## src/rtl/serial_subtractor.sv

```systemverilog
// serial_subtractor
//   Bit-serial unsigned subtractor: computes (a - b) mod 2^WIDTH one bit per
//   clock, LSB first. A single borrow flop is fed back into a full-subtractor
//   cell made of two half-subtractor stages.
//
//   Ports:
//     clk        - system clock, rising edge
//     rst_n      - synchronous active-low reset
//     start      - launch request, honoured only when not busy
//     a, b       - minuend / subtrahend, captured on the accepted start edge
//     busy       - high while bits are being processed
//     done       - one-cycle pulse marking a valid result
//     diff       - registered result (a - b) mod 2^WIDTH
//     borrow_out - final borrow, 1 iff a < b
//
//   state   | meaning
//   --------+-------------------------------------------------
//   IDLE    | waiting for start
//   SHIFT   | processing one bit per clock (busy)
//   DONE    | result valid, done pulse; start accepted here too

module serial_subtractor #(
  parameter int WIDTH = 8
) (
  input  logic             clk,
  input  logic             rst_n,
  input  logic             start,
  input  logic [WIDTH-1:0] a,
  input  logic [WIDTH-1:0] b,
  output logic             busy,
  output logic             done,
  output logic [WIDTH-1:0] diff,
  output logic             borrow_out
);

  localparam int CW = (WIDTH > 1) ? $clog2(WIDTH) : 1;
  localparam logic [CW-1:0] LAST_BIT = CW'(WIDTH - 1);

  localparam logic [1:0] S_IDLE  = 2'd0;
  localparam logic [1:0] S_SHIFT = 2'd1;
  localparam logic [1:0] S_DONE  = 2'd2;

  logic [1:0]       state_q, state_d;
  logic [WIDTH-1:0] a_sh_q, a_sh_d;
  logic [WIDTH-1:0] b_sh_q, b_sh_d;
  logic [WIDTH-1:0] res_q, res_d;
  logic             brw_q, brw_d;
  logic [CW-1:0]    cnt_q, cnt_d;
  logic [WIDTH-1:0] diff_q, diff_d;
  logic             bout_q, bout_d;

  // Full subtractor built from two half-subtractor stages.
  logic ai, bi;
  logic hs1_d, hs1_b;
  logic hs2_d, hs2_b;
  logic bnext;

  assign ai    = a_sh_q[0];
  assign bi    = b_sh_q[0];
  assign hs1_d = ai ^ bi;
  assign hs1_b = ~ai & bi;
  assign hs2_d = hs1_d ^ brw_q;
  assign hs2_b = ~hs1_d & brw_q;
  assign bnext = hs1_b | hs2_b;

  always_comb begin
    state_d = state_q;
    a_sh_d  = a_sh_q;
    b_sh_d  = b_sh_q;
    res_d   = res_q;
    brw_d   = brw_q;
    cnt_d   = cnt_q;
    diff_d  = diff_q;
    bout_d  = bout_q;

    case (state_q)
      S_IDLE, S_DONE: begin
        if (start) begin
          a_sh_d  = a;
          b_sh_d  = b;
          res_d   = '0;
          brw_d   = 1'b0;
          cnt_d   = '0;
          state_d = S_SHIFT;
        end else begin
          state_d = S_IDLE;
        end
      end
      S_SHIFT: begin
        a_sh_d = a_sh_q >> 1;
        b_sh_d = b_sh_q >> 1;
        // Result enters at the MSB so the LSB lands at bit 0 after WIDTH shifts.
        res_d  = {hs2_d, res_q[WIDTH-1:1]};
        brw_d  = bnext;
        // Wraps only on the completion edge, after which it is reloaded on start.
        cnt_d  = cnt_q + CW'(1);
        if (cnt_q == LAST_BIT) begin
          state_d = S_DONE;
          diff_d  = res_d;
          bout_d  = bnext;
        end
      end
      default: state_d = S_IDLE;
    endcase
  end

  always_ff @(posedge clk) begin
    if (!rst_n) begin
      state_q <= S_IDLE;
      a_sh_q  <= '0;
      b_sh_q  <= '0;
      res_q   <= '0;
      brw_q   <= 1'b0;
      cnt_q   <= '0;
      diff_q  <= '0;
      bout_q  <= 1'b0;
    end else begin
      state_q <= state_d;
      a_sh_q  <= a_sh_d;
      b_sh_q  <= b_sh_d;
      res_q   <= res_d;
      brw_q   <= brw_d;
      cnt_q   <= cnt_d;
      diff_q  <= diff_d;
      bout_q  <= bout_d;
    end
  end

  assign busy       = (state_q == S_SHIFT);
  assign done       = (state_q == S_DONE);
  assign diff       = diff_q;
  assign borrow_out = bout_q;

endmodule
```

## config.mk

```make
export PLATFORM = sky130hd
export DESIGN_NAME = serial_subtractor
export DESIGN_NICKNAME = d
export VERILOG_FILES = /design/src/rtl/serial_subtractor.sv
export SDC_FILE = /design/constraint.sdc
export NUM_CORES = 1
export LEC_CHECK = 0
export ABC_AREA = 1
export BUFFER_PORTS_ARGS = -buffer_cell sky130_fd_sc_hd__clkbuf_2
export CORE_MARGIN = 1
export CORE_UTILIZATION = 25
export CTS_BUF_LIST = sky130_fd_sc_hd__clkbuf_16
export DETAILED_ROUTE_END_ITERATION = 8
export PLACE_DENSITY_LB_ADDON = 0.15
export SLEW_MARGIN = 20
export SYNTH_ARGS = -nofsm -noshare
export SYNTH_HDL_FRONTEND = slang
export SYNTH_SLANG_ARGS = --single-unit
```

## constraint.sdc

```tcl
create_clock -name clk -period 1.2 [get_ports clk]
set_clock_uncertainty 0.05 [all_clocks]
set_input_delay 0.06 -clock clk [delete_from_list [all_inputs] [get_ports clk]]
set_output_delay 0.06 -clock clk [all_outputs]
set_load 0.005 [all_outputs]
```

==> impl_metrics.tcl, run 1 <==
set metrics [dict create \
    htree_levels 2 \
    p_leak_nw 1.21 \
    min_path_type "primary input to flop" \
    detail-route-antenna-nets 0 \
    hold_start "rst_n" \
    setup_violations 0 \
    antenna_found_initial 0 \
    synth_seq_cells 38 \
    max_cap_violations 0 \
    final_cell_area_sq_um 2570 \
    tns_ns 0 \
    grt_max_degree 21 \
    synth_largest_area_cell "dfxtp_1" \
    syn_area_sq_um 1800 \
    grt_overflow 0 \
    synth_nets 272 \
    postRouteWirelength_um 4570 \
    drt_iter0_markers 51 \
    clkLatencyLatePin_ns 0.28 \
    syn_avg_cell_area_sq_um 7.19 \
    fp.dieW_um 86.8 \
    timing.final.crit_share 0.992 \
    fin_crit_ns 1.19 \
    yosysWarnings 0 \
    crit_chain "fa_1 > nand2_2 > a21oi_2" \
    firstDrtPassIters 4 \
    cts_tree "done" \
    synthCells 250 \
    worst-endpoint-required_ns 1.37 \
    numCtsBuffers 5 \
    final_cells 399 \
    clock-root-buffer "clkbuf_16" \
    r2r_cells 3 \
    place_hpwl_um 2970 \
    max_slew_margin 0.879 \
    worst_pin_slew_ns 0.180 \
    grt_use_total 0.133 \
    rsz0062_at_grt "yes" \
    place_area_sq_um 2130 \
    r2r-end "res_q[7]$_SDFFE_PN0P_" \
    worst-path-buf-inv 0 \
    synth_top_area_share 0.423 \
    grt_pass1_wl_um 7590 \
    row_count 30 \
    port_buffers 29 \
    hold_path_end "borrow_out$_SDFFE_PN0P_" \
    grt_pass1_vias 1582 \
    ys_top_cells_by_count "nand2_1 (52), nand3_1 (49), dfxtp_1 (38)" \
    viasPerCell 4.21 \
    drive_gt1_frac 0.277 \
    end_kind "flop" \
    synthArstFlopShare 0 \
    num_antenna_cells 0 \
    die-area_sq_um 7530 \
    power_density_nw_per_um2 1420 \
    dp_cells 373 \
    status "finished, final reports clean" \
    r2r_slack_ns 0.01 \
    r2r_start "a_sh_q[0]$_SDFFE_PN0P_" \
    cts_max_path_buffers 2 \
    synth_cell_types 21 \
    via_count 1678 \
    drc 0 \
    yosysSeqAreaShare 0.423 \
    finalWeightedCongestion 0.712 \
    path_clk_slew_ns 0.06 \
    start_util 0.262 \
    core_sq_um 6870 \
    synthToLayoutAreaGrowth_pct 42.9 \
    max_freq_ghz 0.840 \
    worstPathArrival_ns 1.36 \
    cp_max_fo 2 \
    clock_sinks 38 \
    die_h_um 86.8 \
    slowest_stage "fa_1" \
    final-max-slew-violation-count 0 \
    critPathTopFamily "adder cells" \
    ioPinCount 30 \
    yosysMostFrequentCell "nand2_1" \
    holdWs_ns 0.120 \
    max_stage_delay_ns 0.59 \
    wl_per_cell_um 11.5 \
    ir_drop_uv 502 \
    synth.area.top_cells "dfxtp_1 (42%), nand3_1 (14%), nand2_1 (11%), inv_1 (6.9%), nor3_1 (3.9%)" \
    timing_hold_violations_final 0 \
    crit_path_start_kind "flop" \
    min_path_cells 3 \
    critPathKind "flop to flop" \
    synthFlopType "dfxtp_1" \
    synth-edff-count 0 \
    fin_nets 324 \
]
[timing repair]
item,4_1_cts,5_1_grt
setup endpoints to repair,13,18
hold endpoints to repair,16,0
resized for setup,10,13
hold buffers,16,0
pin swaps,4,4
setup buffers,3,0
[where the power goes]
part	leakage, nW	internal (mW)	switching (mW)
registers	0.313	1.33	0.0274
clock network	0.0940	1.19	0.549
logic	0.801	0.262	0.293
total	1.21	2.79	0.869
[state kept, by name, indices dropped and copies added (netlist names)]
register and count:
brw_q 1, res_q 7, diff 8, state_q 2, cnt_q 3, borrow_out 1, a_sh_q 8, b_sh_q 8
[layout by cell type, fill, tap and decap left out, types with 6 or more instances in the layout]
cell type,Yosys,final
a21oi_1,10,9
a21oi_2,5,6
buf_12,0,6
buf_4,2,8
clkbuf_2,0,29
dfxtp_1,38,31
dfxtp_2,0,6
dlygate4sd3_1,0,16
inv_1,33,31
nand2_1,52,52
nand2_2,8,7
nand3_1,49,48
nor2_1,15,15
nor3_1,14,13
[worst min-delay path, cell delays in order]
cell and delay, ns:
clkbuf_2 0.16, nand3_4 0.12, o21ai_0 0.06
[area by class of cell]
class	count	area, sq um
flip-flops and latches	38	772
well taps	96	120
fillers	743	4300
repair buffers	61	508
clock inverters	3	68.8
multi-input cells	160	826
inverters	36	148
clock buffers	5	125
[through the flow]
step / setup slack [ns] / power [mW] / util
after floorplan: 0.0138 / 1.72 / -
after global placement: -0.0425 / 1.88 / 0.310
after detailed placement: -0.0859 / 1.88 / 0.310
after CTS: 0.00545 / 3.71 / 0.368
after global routing: -0.0242 / 3.85 / 0.374
final: 0.0100 / 3.66 / 0.374
[kinds of logic after synthesis]
logic type	Yosys count	synth area share
buffers and inverters	52	0.140
DFF	38	0.423
adders and majority gates	3	0.0251
and+or+nand+nor	140	0.354
AOI/OAI and AO/OA	17	0.0578
[worst max-delay path by stage]
stage                                        from                     to  slack, ns  cells after the start
final                      a_sh_q[0]$_SDFFE_PN0P_  res_q[7]$_SDFFE_PN0P_       0.01                      3
after global routing      state_q[0]$_SDFFE_PN0P_                   done      -0.02                      3
after CTS                      brw_q$_SDFFE_PN0P_  res_q[7]$_SDFFE_PN0P_      0.005                      4
after detailed placement    cnt_q[0]$_SDFFE_PN0P_   diff[3]$_SDFFE_PN0P_      -0.09                      6
after global placement      cnt_q[0]$_SDFFE_PN0P_   diff[1]$_SDFFE_PN0P_      -0.04                      6
after floorplan             cnt_q[0]$_SDFFE_PN0P_   diff[7]$_SDFFE_PN0P_       0.01                      6
[metal layers]
layer	part of all wire	up-vias	GRT usage	wire, um
met4	0.011	0	0.0500	52
met2	0.45	28	0.218	2070
met3	0.030	5	0.0286	137
met5	0	-	0	0
met1	0.51	752	0.170	2310
li1	-	893	-	-
Power figures use the tool's default switching activity.
==> run 2: changes to the inputs <==
--- a/config.mk
+++ b/config.mk
@@ -5,12 +5,12 @@
 export SDC_FILE = /design/constraint.sdc
 export NUM_CORES = 1
 export LEC_CHECK = 0
-export ABC_AREA = 1
 export BUFFER_PORTS_ARGS = -buffer_cell sky130_fd_sc_hd__clkbuf_2
 export CORE_MARGIN = 1
 export CORE_UTILIZATION = 25
 export CTS_BUF_LIST = sky130_fd_sc_hd__clkbuf_16
 export DETAILED_ROUTE_END_ITERATION = 8
+export GPL_TIMING_DRIVEN = 0
 export PLACE_DENSITY_LB_ADDON = 0.15
 export SLEW_MARGIN = 20
 export SYNTH_ARGS = -nofsm -noshare
==> run 2 against run 1 <==
Against the previous run: the flow now finishes with violations (negative setup slack); non-clock buffer count is 9 higher; largest power group is now registers; sequential power hardly changed; power is 18% lower; combinational power is 25% lower; synthesized cell count is 24% lower; cell area is 9.1% lower; die area is 14% lower; worst hold slack worse by 0.097 ns; maximum frequency is 4.2% lower; first-iteration DRC count is 25% higher.
==> impl_metrics.tcl, run 2 <==
set metrics [dict create \
    layout_common_cells "nand2_1 (36), dfxtp_1 (31), clkbuf_2 (30)" \
    total_power_mw 3.00 \
    drt_iter0_markers 64 \
    max_slew_margin 0.611 \
    clock-root-buffer "clkbuf_16" \
    fin_nets 273 \
    synth_simple_gate_area_frac 0.216 \
    row_count 28 \
    grt_max_degree 12 \
    synth-edff-count 0 \
    synth_cell_types 23 \
    yosysWarnings 0 \
    synthFlopType "dfxtp_1" \
    yosys.area_share.adder 0.0291 \
    ioPinCount 30 \
    synth_compound_area_frac 0.190 \
    grt_overflow 0 \
    critPathKind "flop to flop" \
    die-area_sq_um 6500 \
    wl_per_cell_um 12.3 \
    cts_max_path_buffers 2 \
    worstPathArrival_ns 1.33 \
    fin_crit_ns 1.24 \
    max_freq_ghz 0.805 \
    max_cap_violations 0 \
    synthArstFlopShare 0 \
    place_hpwl_um 2630 \
    grt_pass1_vias 1410 \
    worst-endpoint-required_ns 1.29 \
    setup_violations 8 \
    crit_path_start_kind "flop" \
    min_path_type "primary input to flop" \
    syn_area_sq_um 1550 \
    power_density_nw_per_um2 1280 \
    yosysMostFrequentCell "nand2_1" \
    synthCells 190 \
    layout_commonest_cell "nand2_1" \
    firstDrtPassIters 4 \
    setup_slack_ns -0.0426 \
    cp_max_fo 5 \
    synth.area.top_cells "dfxtp_1 (49%), nand2_1 (11%), a21oi_1 (6.8%), nand3_1 (6.8%), a31oi_1 (5.7%)" \
    grt_pass1_wl_um 6670 \
    postRouteWirelength_um 4040 \
    end_kind "flop" \
    final-max-slew-violation-count 0 \
    worst_pin_slew_ns 0.584 \
    antenna_found_initial 0 \
    numCtsBuffers 5 \
    utilization 0.392 \
    core_sq_um 5960 \
    drc 0 \
    final_cells 327 \
    fp.dieW_um 80.7 \
    htree_levels 2 \
    synthToLayoutAreaGrowth_pct 50.9 \
    viasPerCell 4.55 \
    status "complete, but fails checks" \
    num_antenna_cells 0 \
    p_leak_nw 0.894 \
    violations "negative setup slack" \
    ys_top_cells_by_count "nand2_1 (47), dfxtp_1 (38), a21oi_1 (21), nand3_1 (21)" \
    drive_gt1_frac 0.361 \
    muxShareOfSynthArea 0 \
    yosysSeqAreaShare 0.492 \
    timing.final.crit_share 1.04 \
    rsz0062_at_grt "yes" \
    die_h_um 80.7 \
    cts_tree "done" \
    detail-route-antenna-nets 0 \
    clock_sinks 38 \
    start_util 0.260 \
    clkLatencyLatePin_ns 0.27 \
    syn_avg_cell_area_sq_um 8.14 \
    path_clk_slew_ns 0.05 \
    synth_top_family_by_area "simple AND/OR/NAND/NOR gates" \
    port_buffers 29 \
    via_count 1488 \
    synth_nets 212 \
    finalWeightedCongestion 0.725 \
    grt_use_total 0.134 \
    synth_largest_area_cell "dfxtp_1" \
    synth_top_area_share 0.492 \
    tns_ns -0.295 \
    synth_xor_area_frac 0 \
    dp_cells 294 \
    ir_drop_uv 602 \
    synth_seq_cells 38 \
    timing_hold_violations_final 0 \
]
run 2: cell types whose count changed after synthesis, moves of 5 or more:
cell,delta
a21oi_1,+11
a31oi_1,+14
buf_2,-6
inv_1,-30
nand2_1,-5
nand2_2,-8
nand3_1,-28
nor2_1,-13
nor3_1,-14
o21ai_0,+12
run 2: final cells by class:
type | instances | area, sq um
Clock buffer | 5 | 125
Buffer | 15 | 133
Fill cell | 631 | 3620
Clock inverter | 3 | 12.5
Timing Repair Buffer | 55 | 417
Multi-Input combinational cell | 132 | 761
Inverter | 4 | 20.0
Sequential cell | 38 | 772
Tap cell | 75 | 93.8
run 2: critical path: stages (launching register included):
cell	delay, ns
dfxtp_2	0.35
ha_4	0.14
ha_4	0.14
nand3b_1	0.15
buf_6	0.18
nand2_2	0.06
a21oi_2	0.04
run 2: final timing paths:
kind	from	endpoint	slack, ns	cells past startpoint
max	cnt_q[1]$_SDFFE_PN0P_	diff[6]$_SDFFE_PN0P_	-0.04	6
min	rst_n	a_sh_q[6]$_SDFFE_PN0P_	0.02	3
max reg2reg	cnt_q[1]$_SDFFE_PN0P_	diff[6]$_SDFFE_PN0P_	-0.04	6
min reg2reg	diff[1]$_SDFFE_PN0P_	diff[1]$_SDFFE_PN0P_	0.40	2
run 2: cells by family after synthesis:
kind of cell,count (synthesis)
AOI/OAI and AO/OA,52
adders and majority gates,3
buffers and inverters,20
and+or+nand+nor,77
DFF,38
run 2: through the flow:
stage | hold WS (ns) | cell area (sq um) | setup WS [ns]
final | 0.0223 | 2330 | -0.0426
after global routing | 0.0420 | 2330 | -0.115
after CTS | 0.0196 | 2230 | -0.0437
after detailed placement | 0.257 | 1790 | -0.209
after global placement | 0.258 | 1790 | -0.225
after floorplan | 0.146 | 1550 | 0.00264
run 2: metal layers:
layer,vias to the layer above,track usage,wire length (um)
li1,772,-,-
met5,-,0,0
met4,0,0.0429,26
met1,692,0.180,2060
met3,2,0.0273,111
met2,22,0.212,1830
run 2: power breakdown:
part           internal (mW)  total [mW]  switching [mW]
sequential              1.33        1.36          0.0357
clock                  0.750        1.22           0.469
combinational          0.207       0.417           0.210
total                   2.28        3.00           0.715
run 2: repair_timing:
item                       CTS  global route
hold buffers                16             0
buffers inserted             4             4
hold endpoints to repair    16             0
pin swaps                   16             3
cloned                       1             1
setup endpoints to repair   35            38
gates resized for setup     34            23
